$ cat src/rtl/pc_ctrl_pkg.sv
// Shared types and constants for the program-counter stage.
// Cause codes, next-PC select and exception-level state encodings.
package pc_ctrl_pkg;

   localparam logic [4:0] EXC_ADEL = 5'd4;
   localparam logic [4:0] EXC_OV   = 5'd12;

   typedef enum logic [2:0] {
      SEL_SEQ  = 3'd0,
      SEL_BR   = 3'd1,
      SEL_J    = 3'd2,
      SEL_JR   = 3'd3,
      SEL_TRAP = 3'd4,
      SEL_ERET = 3'd5
   } pc_sel_e;

   typedef enum logic {
      ST_NORMAL  = 1'b0,
      ST_HANDLER = 1'b1
   } exl_state_e;

endpackage

$ cat src/rtl/pc_target_calc.sv
// Combinational next-PC target arithmetic derived from the current PC.
// All additions wrap modulo 2^32.
module pc_target_calc (
   input  logic [31:0] pc,
   input  logic [15:0] imm16,
   input  logic [25:0] jtarget,
   output logic [31:0] pc_plus4,
   output logic [31:0] br_target,
   output logic [31:0] j_target
);

   logic [31:0] br_offset;

   always_comb begin
      pc_plus4  = pc + 32'd4;
      br_offset = {{14{imm16[15]}}, imm16, 2'b00};
      br_target = pc_plus4 + br_offset;
      j_target  = {pc_plus4[31:28], jtarget, 2'b00};
   end

endmodule

$ cat src/rtl/pc_ctrl.sv
// Program counter, EPC and exception-level state for the single-cycle core.
// Resolves branches, jumps, traps and eret into the next fetch address.
module pc_ctrl
   import pc_ctrl_pkg::*;
#(
   parameter logic [31:0] RESET_PC   = 32'h0000_0000,
   parameter logic [31:0] EXC_VECTOR = 32'h8000_0180
) (
   input  logic        clk,
   input  logic        rst,
   input  logic        en,
   input  logic        branch_eq,
   input  logic        branch_ne,
   input  logic        jump,
   input  logic        jump_reg,
   input  logic        eret,
   input  logic        ovf_trap_en,
   input  logic [15:0] imm16,
   input  logic [25:0] jtarget,
   input  logic [31:0] rs_data,
   input  logic        alu_zero,
   input  logic        alu_overflow,
   output logic [31:0] pc,
   output logic [31:0] pc_plus4,
   output logic [31:0] epc,
   output logic        exl,
   output logic [4:0]  cause,
   output logic        exc_taken
);

   logic [31:0] pc_q, pc_d;
   logic [31:0] epc_q, epc_d;
   logic [4:0]  cause_q, cause_d;
   logic        exc_taken_q, exc_taken_d;
   exl_state_e  state_q, state_d;

   logic [31:0] br_target;
   logic [31:0] j_target;
   logic        ovf_trap;
   logic        adel_trap;
   logic        br_taken;
   pc_sel_e     sel;

   pc_target_calc u_target (
      .pc        (pc_q),
      .imm16     (imm16),
      .jtarget   (jtarget),
      .pc_plus4  (pc_plus4),
      .br_target (br_target),
      .j_target  (j_target)
   );

   always_comb begin
      ovf_trap  = ovf_trap_en & alu_overflow;
      adel_trap = jump_reg & (rs_data[1:0] != 2'b00);
      br_taken  = (branch_eq & alu_zero) | (branch_ne & ~alu_zero);
      // eret outside the handler degrades to a plain sequential step
      if (ovf_trap || adel_trap)             sel = SEL_TRAP;
      else if (eret && state_q == ST_HANDLER) sel = SEL_ERET;
      else if (eret)                         sel = SEL_SEQ;
      else if (jump_reg)                     sel = SEL_JR;
      else if (jump)                         sel = SEL_J;
      else if (br_taken)                     sel = SEL_BR;
      else                                   sel = SEL_SEQ;
   end

   always_comb begin
      pc_d        = pc_q;
      epc_d       = epc_q;
      cause_d     = cause_q;
      exc_taken_d = exc_taken_q;
      state_d     = state_q;
      if (en) begin
         exc_taken_d = 1'b0;
         case (sel)
            SEL_TRAP: begin
               pc_d        = EXC_VECTOR;
               cause_d     = ovf_trap ? EXC_OV : EXC_ADEL;
               exc_taken_d = 1'b1;
               state_d     = ST_HANDLER;
               // a nested trap must not clobber the original return address
               if (state_q == ST_NORMAL) epc_d = pc_q;
            end
            SEL_ERET: begin
               pc_d    = epc_q;
               state_d = ST_NORMAL;
            end
            SEL_JR:  pc_d = rs_data;
            SEL_J:   pc_d = j_target;
            SEL_BR:  pc_d = br_target;
            default: pc_d = pc_plus4;
         endcase
      end
   end

   always_ff @(posedge clk) begin
      if (rst) begin
         pc_q        <= RESET_PC;
         epc_q       <= 32'h0;
         cause_q     <= 5'd0;
         exc_taken_q <= 1'b0;
         state_q     <= ST_NORMAL;
      end else begin
         pc_q        <= pc_d;
         epc_q       <= epc_d;
         cause_q     <= cause_d;
         exc_taken_q <= exc_taken_d;
         state_q     <= state_d;
      end
   end

   assign pc        = pc_q;
   assign epc       = epc_q;
   assign cause     = cause_q;
   assign exc_taken = exc_taken_q;
   assign exl       = (state_q == ST_HANDLER);

endmodule

$ cat config.mk
export PLATFORM = sky130hd
export DESIGN_NAME = pc_ctrl
export DESIGN_NICKNAME = d
export VERILOG_FILES = /design/src/rtl/pc_ctrl_pkg.sv /design/src/rtl/pc_target_calc.sv /design/src/rtl/pc_ctrl.sv
export SDC_FILE = /design/constraint.sdc
export NUM_CORES = 1
export LEC_CHECK = 0
export ABC_CLOCK_PERIOD_IN_PS = 5100
export CAP_MARGIN = 15
export CORE_MARGIN = 2
export CORE_UTILIZATION = 42
export CTS_BUF_LIST = sky130_fd_sc_hd__clkbuf_8
export DETAILED_ROUTE_END_ITERATION = 12
export PLACE_DENSITY = 0.83
export SYNTH_ARGS = -nofsm -noshare
export SYNTH_HDL_FRONTEND = slang
export SYNTH_SLANG_ARGS = --single-unit
$ cat constraint.sdc
create_clock -name clk -period 5.1 [get_ports clk]
set_clock_uncertainty 0.2 [all_clocks]
set_input_delay 1.02 -clock clk [delete_from_list [all_inputs] [get_ports clk]]
set_output_delay 1.02 -clock clk [all_outputs]
set_load 0.01 [all_outputs]
==> flow_summary_export.csv, run 1 <==
group,metric,value,unit
setup_path,end_kind,"register",
timing,hold_violations,0,
final_layout,nets,1010,
timing,setup_violations,0,
setup_path,r2r-start,"pc[2]",
yosys,synth_largest_area_cell,"dfxtp_1",
final_layout,regArea,1360,µm²
timing,hold_ws,0.271,ns
power_and_ir_drop,ir_drop,118,µV
detailed_routing,via_count,6240,
setup_path,crit_fanout,8,
yosys,ys_dominant_reg_cell,"dfxtp_1",
placed_design,dp_hpwl,14.7,mm
yosys,yosys.area_share.adder,7.75,%
final_layout,drive_gt1_share,5.13,%
detailed_routing,drtIter0Drc,516,
yosys,synthSimpleGateAreaFrac,23.0,%
job,max-cap-violations,0,
timing,period_share,87.7,%
power_and_ir_drop,cellPowerDensity,211,nW/µm²
power_and_ir_drop,p_sw,567,µW
yosys,yosysSeqAreaShare,25.1,%
clock_network,ctsHtreeMaxLevel,3,
status,status,"finished clean",
setup_path,cp_data_required_time,5.11,ns
die,start_util,43.0,%
die,pin_count,188,
timing,worst_slew_pin_slew,1.08,ns
clock_network,cts_buffers,9,
timing,min_period,4.48,ns
hold_path,min_from,"epc[7]",
detailed_routing,routedWlPerCell,18.6,µm
clock_network,clk_path_buf_depth,2,
timing,fin_setup_tns,0,ns
final_layout,nFillCells,1170,
setup_path,cp.arrival,4.48,ns
clock_network,holdBufCountCts,0,
yosys,synth_enable_flop_cells,0,
clock_network,tritoncts,"yes",
yosys,synth_cell_type_count,72,
placed_design,port_buffers,184,
detailed_routing,first_pass_iters,8,
final_layout,area_growth,39.4,%
grt,overflow,0,
grt,grt_pass1_vias,6012,
clock_network,cts.sinks,68,
yosys,synthTopCellsByArea,"dfxtp_1, nand2_1, ha_1",
power_and_ir_drop,p_leak,0.00290,µW
timing,slew_violations,0,
setup_path,start_kind,"register",
timing,slew_headroom,27.5,%
power_and_ir_drop,swShare,35.4,%
grt,grt_max_degree,72,
detailed_routing,drt_wl_total,19.8,mm
power_and_ir_drop,comb_power_share,35.7,%
yosys,yosysWarnings,0,
placed_design,gp_congestion,0.953,
setup_path,crit_path_cell_trace,"ha_1 > inv_1 > nor2_1 > nand3_1 > or3_1 > nor2_1 > xor2_1 > ha_1 > and3_1 > o21ai_0 > a21oi_1 > a311o_1 > a31oi_1 > o31ai_1 > o41ai_1 > or4_1 > o211ai_1",
yosys,syn_avg_cell_area,7.43,µm²
yosys,async_reset_ff_share,0,%
final_layout,multiInputGateArea,3790,µm²
hold_path,hold_path_class,"reg -> reg",
detailed_routing,drt.antenna.violating_nets,0,
power_and_ir_drop,internal_power,1030,µW
yosys,synth-compound-area-share,29.3,%
grt,groute.usage.overall,28.0,%
setup_path,critPathMaxStageDelay,0.47,ns
die,die_h,118,µm
setup_path,startpoint,"pc[2]",
clock_network,cts_setup_buffers,0,
clock_network,clkTransAtPathRegs,0.08,ns
yosys,synth_top_family_by_area,"compound AO/OA/AOI/OAI gates",
detailed_routing,drc,0,
clock_network,cts_resized,0,
detailed_routing,viasPerCell,5.84,
clock_network,clk_root_buffer_cell,"clkbuf_8",
setup_path,worst_path_max_delay_cell,"dfxtp_1",
final_layout,insertedDiodeCount,0,
yosys,synth_top_area_share,25.1,%
yosys,synthMuxAreaShare,0.761,%
die,coreArea,12600,µm²
yosys,synthCells,730,
setup_path,worst-setup-path-type,"reg -> reg",
yosys,synth_xor_xnor_area_share,8.54,%
timing,fmax,223,MHz
power_and_ir_drop,p_clk_share,26.7,%
die,rows,41,
die,die-area,13800,µm²
yosys,synth-seq-cells,68,
power_and_ir_drop,p_seq_share,37.5,%
yosys,syn_area,5420,µm²
grt,grt_pass1_wl,31.5,mm
grt,antenna_found_initial,0,
die,die_w,118,µm
clock_network,worstSkewPairLatency,0.36,ns
timing,rsz0062_at_grt,"false",
-- synthesized netlist by cell type (all sizes together) (5+ instances only) --
cell	count
nor2	50
or3	5
nand3	21
xnor2	30
o31ai	5
nand4	6
and2	5
clkbuf	37
buf	14
nand2	126
dfxtp	68
inv	16
a21o	16
a222oi	20
a22oi	7
o211ai	11
o21bai	9
xor2	22
a221oi	10
and3	12
o21ai	30
nand2b	10
nor3	19
nor2b	5
a211oi	10
a21oi	78
o22ai	9
ha	32
-- through the flow --
step	cells	power (µW)	setup slack (ns)	util, %	instance area [µm²]
2_1_floorplan	732	921	1.11	-	5430
3_3_place_gp	1053	1170	0.922	58.5	7390
3_5_place_dp	1053	1170	0.704	58.5	7390
4_1_cts	1068	1590	0.665	59.9	7560
5_1_grt	1068	1670	0.290	59.9	7560
6_report	1068	1600	0.625	59.9	7560
-- final timing paths --
check                              end  slack, ns  cells past startpoint
worst max register to register  pc[31]       0.62                     17
worst min register to register  epc[7]       0.27                      2
worst min-delay path            epc[7]       0.27                      2
worst max-delay path            pc[31]       0.62                     17
-- worst max-delay path: cells and delay by family (launching register included) --
kind	cells	cell delay, ns
AO/OA/AOI/OAI	7	1.48
AND/OR/NAND/NOR	6	1.23
adder cells (fa/ha/maj)	2	0.62
flip-flops	1	0.47
XOR/XNOR	1	0.24
buffers and inverters	1	0.07
-- layer usage --
metal	GRT usage (%)	wire [µm]	vias up
met2	46.0	9280	296
met5	0	0	-
met4	12.3	694	0
li1	-	-	2996
met1	35.2	8290	2901
met3	6.30	1570	47
-- sequential cells by signal, summed over array words and instances (netlist names) --
register and flops:
cause 2, epc 32, exc_taken 1, exl 1, pc 32
-- power by group through the flow --
stage,registers (µW),clock network [µW],logic [µW]
2_1_floorplan,610,0,311
3_3_place_gp,610,0,558
3_5_place_dp,611,0,562
4_1_cts,599,426,565
5_1_grt,605,446,618
6_report,600,427,572
-- final cells by class --
type                    count  share of cell area [%]
multi-input cells         596                    50.1
inverters                  17                   0.844
repair buffers            200                    25.9
clock buffers              11                    2.00
flip-flops and latches     68                    18.0
well taps                 172                    2.85
clock inverters             4                   0.331
-- cell families (layout without fill, tap and decap cells) --
logic type,Yosys count,count (layout)
AO/OA/AOI/OAI,235,235
multiplexers,4,4
flip-flops,68,68
adder cells (fa/ha/maj),33,33
XOR/XNOR,52,52
buffers and inverters,68,232
AND/OR/NAND/NOR,269,269
other,1,3
-- placed cells by master, fill, tap and decap left out, types with 11 or more instances in the layout --
cell type / Yosys / routed
clkdlybuf4s50_1: 0 / 183
nand2_1: 126 / 126
a21oi_1: 78 / 78
dfxtp_1: 68 / 68
nor2_1: 48 / 47
ha_1: 32 / 32
xnor2_1: 30 / 30
o21ai_0: 28 / 28
nand3_1: 21 / 21
xor2_1: 21 / 21
a222oi_1: 20 / 20
nor3_1: 19 / 19
a21o_1: 16 / 16
inv_1: 16 / 16
buf_4: 5 / 16
and3_1: 11 / 11
o211ai_1: 11 / 11
clkbuf_8: 0 / 11
Power figures use the tool's default switching activity.
==> inputs of run 2 (changes only) <==
- RECOVER_POWER: unset -> 100
==> flow_summary_export.csv, run 2 (same netlist as run 1, synthesis figures left out) <==
group,metric,value,unit
clock_network,worstSkewPairLatency,0.36,ns
clock_network,tritoncts,"yes",
detailed_routing,via_count,6234,
timing,setup_ws,0.557,ns
clock_network,ctsHtreeMaxLevel,3,
setup_path,path_delay_family,"simple AND/OR/NAND/NOR gates",
detailed_routing,first_pass_iters,6,
detailed_routing,drc,0,
setup_path,cp_num_buf_inv,0,
detailed_routing,drt.antenna.violating_nets,0,
power_and_ir_drop,cellPowerDensity,209,nW/µm²
setup_path,critPathMaxStageDelay,0.54,ns
status,status,"finished clean",
die,start_util,43.0,%
detailed_routing,drt_wl_total,19.8,mm
setup_path,crit_path_cell_trace,"nand4_1 > or3_1 > nor2_1 > nand2_1 > xnor2_1 > ha_1 > and3_1 > o21ai_0 > a21oi_1 > a311o_1 > a31oi_1 > o31ai_1 > o41ai_1 > or4_1 > o211ai_1",
clock_network,clk_path_buf_depth,2,
clock_network,clkTransAtPathRegs,0.08,ns
timing,hold_ws,0.269,ns
final_layout,utilization,59.8,%
power_and_ir_drop,p_clk_share,27.0,%
hold_path,hold_path_class,"reg -> reg",
timing,min_period,4.54,ns
power_and_ir_drop,p_leak,0.00316,µW
setup_path,cp.arrival,4.55,ns
timing,slew_headroom,6.61,%
power_and_ir_drop,internal_power,1020,µW
final_layout,mostFrequentLayoutCell,"nand2_1",
timing,worst_slew_pin_slew,1.40,ns
power_and_ir_drop,p_sw,563,µW
die,pin_count,188,
final_layout,drive_gt1_share,4.58,%
power_and_ir_drop,comb_power_share,35.1,%
clock_network,cts_setup_buffers,0,
placed_design,gp_congestion,0.953,
setup_path,start_kind,"register",
setup_path,worst_path_max_delay_cell,"or3_1",
die,coreArea,12600,µm²
setup_path,end_kind,"register",
final_layout,nets,1010,
grt,grt_max_degree,72,
final_layout,mostFrequentLayoutCells,"nand2_1, dlygate4sd3_1, clkdlybuf4s50_1",
timing,rsz0062_at_grt,"false",
placed_design,dp_hpwl,14.7,mm
power_and_ir_drop,ir_drop,117,µV
clock_network,holdBufCountCts,0,
grt,grt_pass1_vias,6012,
timing,hold_violations,0,
timing,setup_violations,0,
final_layout,area_growth,39.1,%
grt,overflow,0,
final_layout,nFillCells,1171,
clock_network,clk_root_buffer_cell,"clkbuf_8",
die,die_w,118,µm
timing,fin_setup_tns,0,ns
job,max-cap-violations,0,
detailed_routing,viasPerCell,5.84,
power_and_ir_drop,p_seq_share,37.9,%
setup_path,cp_data_required_time,5.11,ns
final_layout,insertedDiodeCount,0,
clock_network,cts_resized,0,
grt,grt_pass1_wl,31.5,mm
timing,fmax,220,MHz
placed_design,post-place-ws,0.704,ns
placed_design,port_buffers,184,
clock_network,cts_buffers,9,
detailed_routing,drtIter0Drc,514,
die,rows,41,
grt,antenna_found_initial,0,
die,die_h,118,µm
die,die-area,13800,µm²
grt,groute.usage.overall,28.0,%
timing,slew_violations,0,
timing,period_share,89.1,%
clock_network,cts.sinks,68,
setup_path,crit_fanout,9,
power_and_ir_drop,swShare,35.7,%
detailed_routing,routedWlPerCell,18.5,µm
setup_path,worst-setup-path-type,"reg -> reg",
-- run 2: cell types whose count changed in the layout (fill, tap and decap cells not counted), moves of 2 or more --
| cell | change |
|---|---|
| nor2_1 | +2 |
| clkbuf_1 | +3 |
| dlygate4sd3_1 | +99 |
| buf_4 | -3 |
| clkdlybuf4s50_1 | -99 |
| nor2_2 | -2 |
-- run 2: routing by layer --
| metal | global-route usage [%] | part of all wire (%) | vias up |
|---|---|---|---|
| met2 | 46.0 | 47 | 296 |
| met3 | 6.30 | 8.2 | 50 |
| li1 | - | - | 2998 |
| met1 | 35.2 | 41 | 2890 |
| met4 | 12.3 | 3.7 | 0 |
| met5 | 0 | 0 | - |
-- run 2: layout make-up --
class / instances / area (µm²) / area share, %
Clock inverter: 4 / 25.0 / 0.332
Inverter: 17 / 63.8 / 0.845
Multi-Input combinational cell: 596 / 3780 / 50.1
Timing Repair Buffer: 200 / 1950 / 25.8
Clock buffer: 11 / 151 / 2.01
Tap cell: 172 / 215 / 2.85
Sequential cell: 68 / 1360 / 18.0
-- run 2: through the flow --
stage / total power (µW) / area [µm²] / cells
after floorplan: 921 / 5430 / 732
after detailed placement: 1170 / 7390 / 1053
after global placement: 1170 / 7390 / 1053
after global routing: 1650 / 7550 / 1068
final: 1580 / 7550 / 1068
after CTS: 1590 / 7560 / 1068
-- run 2: final timing paths --
path          start     end  slack, ns  cells after the start
min reg2reg  epc[7]  epc[7]       0.27                      2
max reg2reg   pc[4]  pc[31]       0.56                     15
min          epc[7]  epc[7]       0.27                      2
max           pc[4]  pc[31]       0.56                     15
-- run 2: worst min-delay path, cell delays in order (launching register included) --
cell and delay (ns):
dfxtp_1 0.32, nand2_1 0.05, a21oi_1 0.05
-- run 2: power groups by stage --
stage          combinational, µW  sequential (µW)  clock, µW
3_5_place_dp                 562              611          0
3_3_place_gp                 558              610          0
5_1_grt                      601              604        446
6_report                     554              599        426
4_1_cts                      565              599        426
2_1_floorplan                311              610          0
==> inputs of run 3 (changes only) <==
- SKIP_LAST_GASP: unset -> 1
==> results of run 3 <==
Final layout, timing and power as in run 2 (identical DEF).
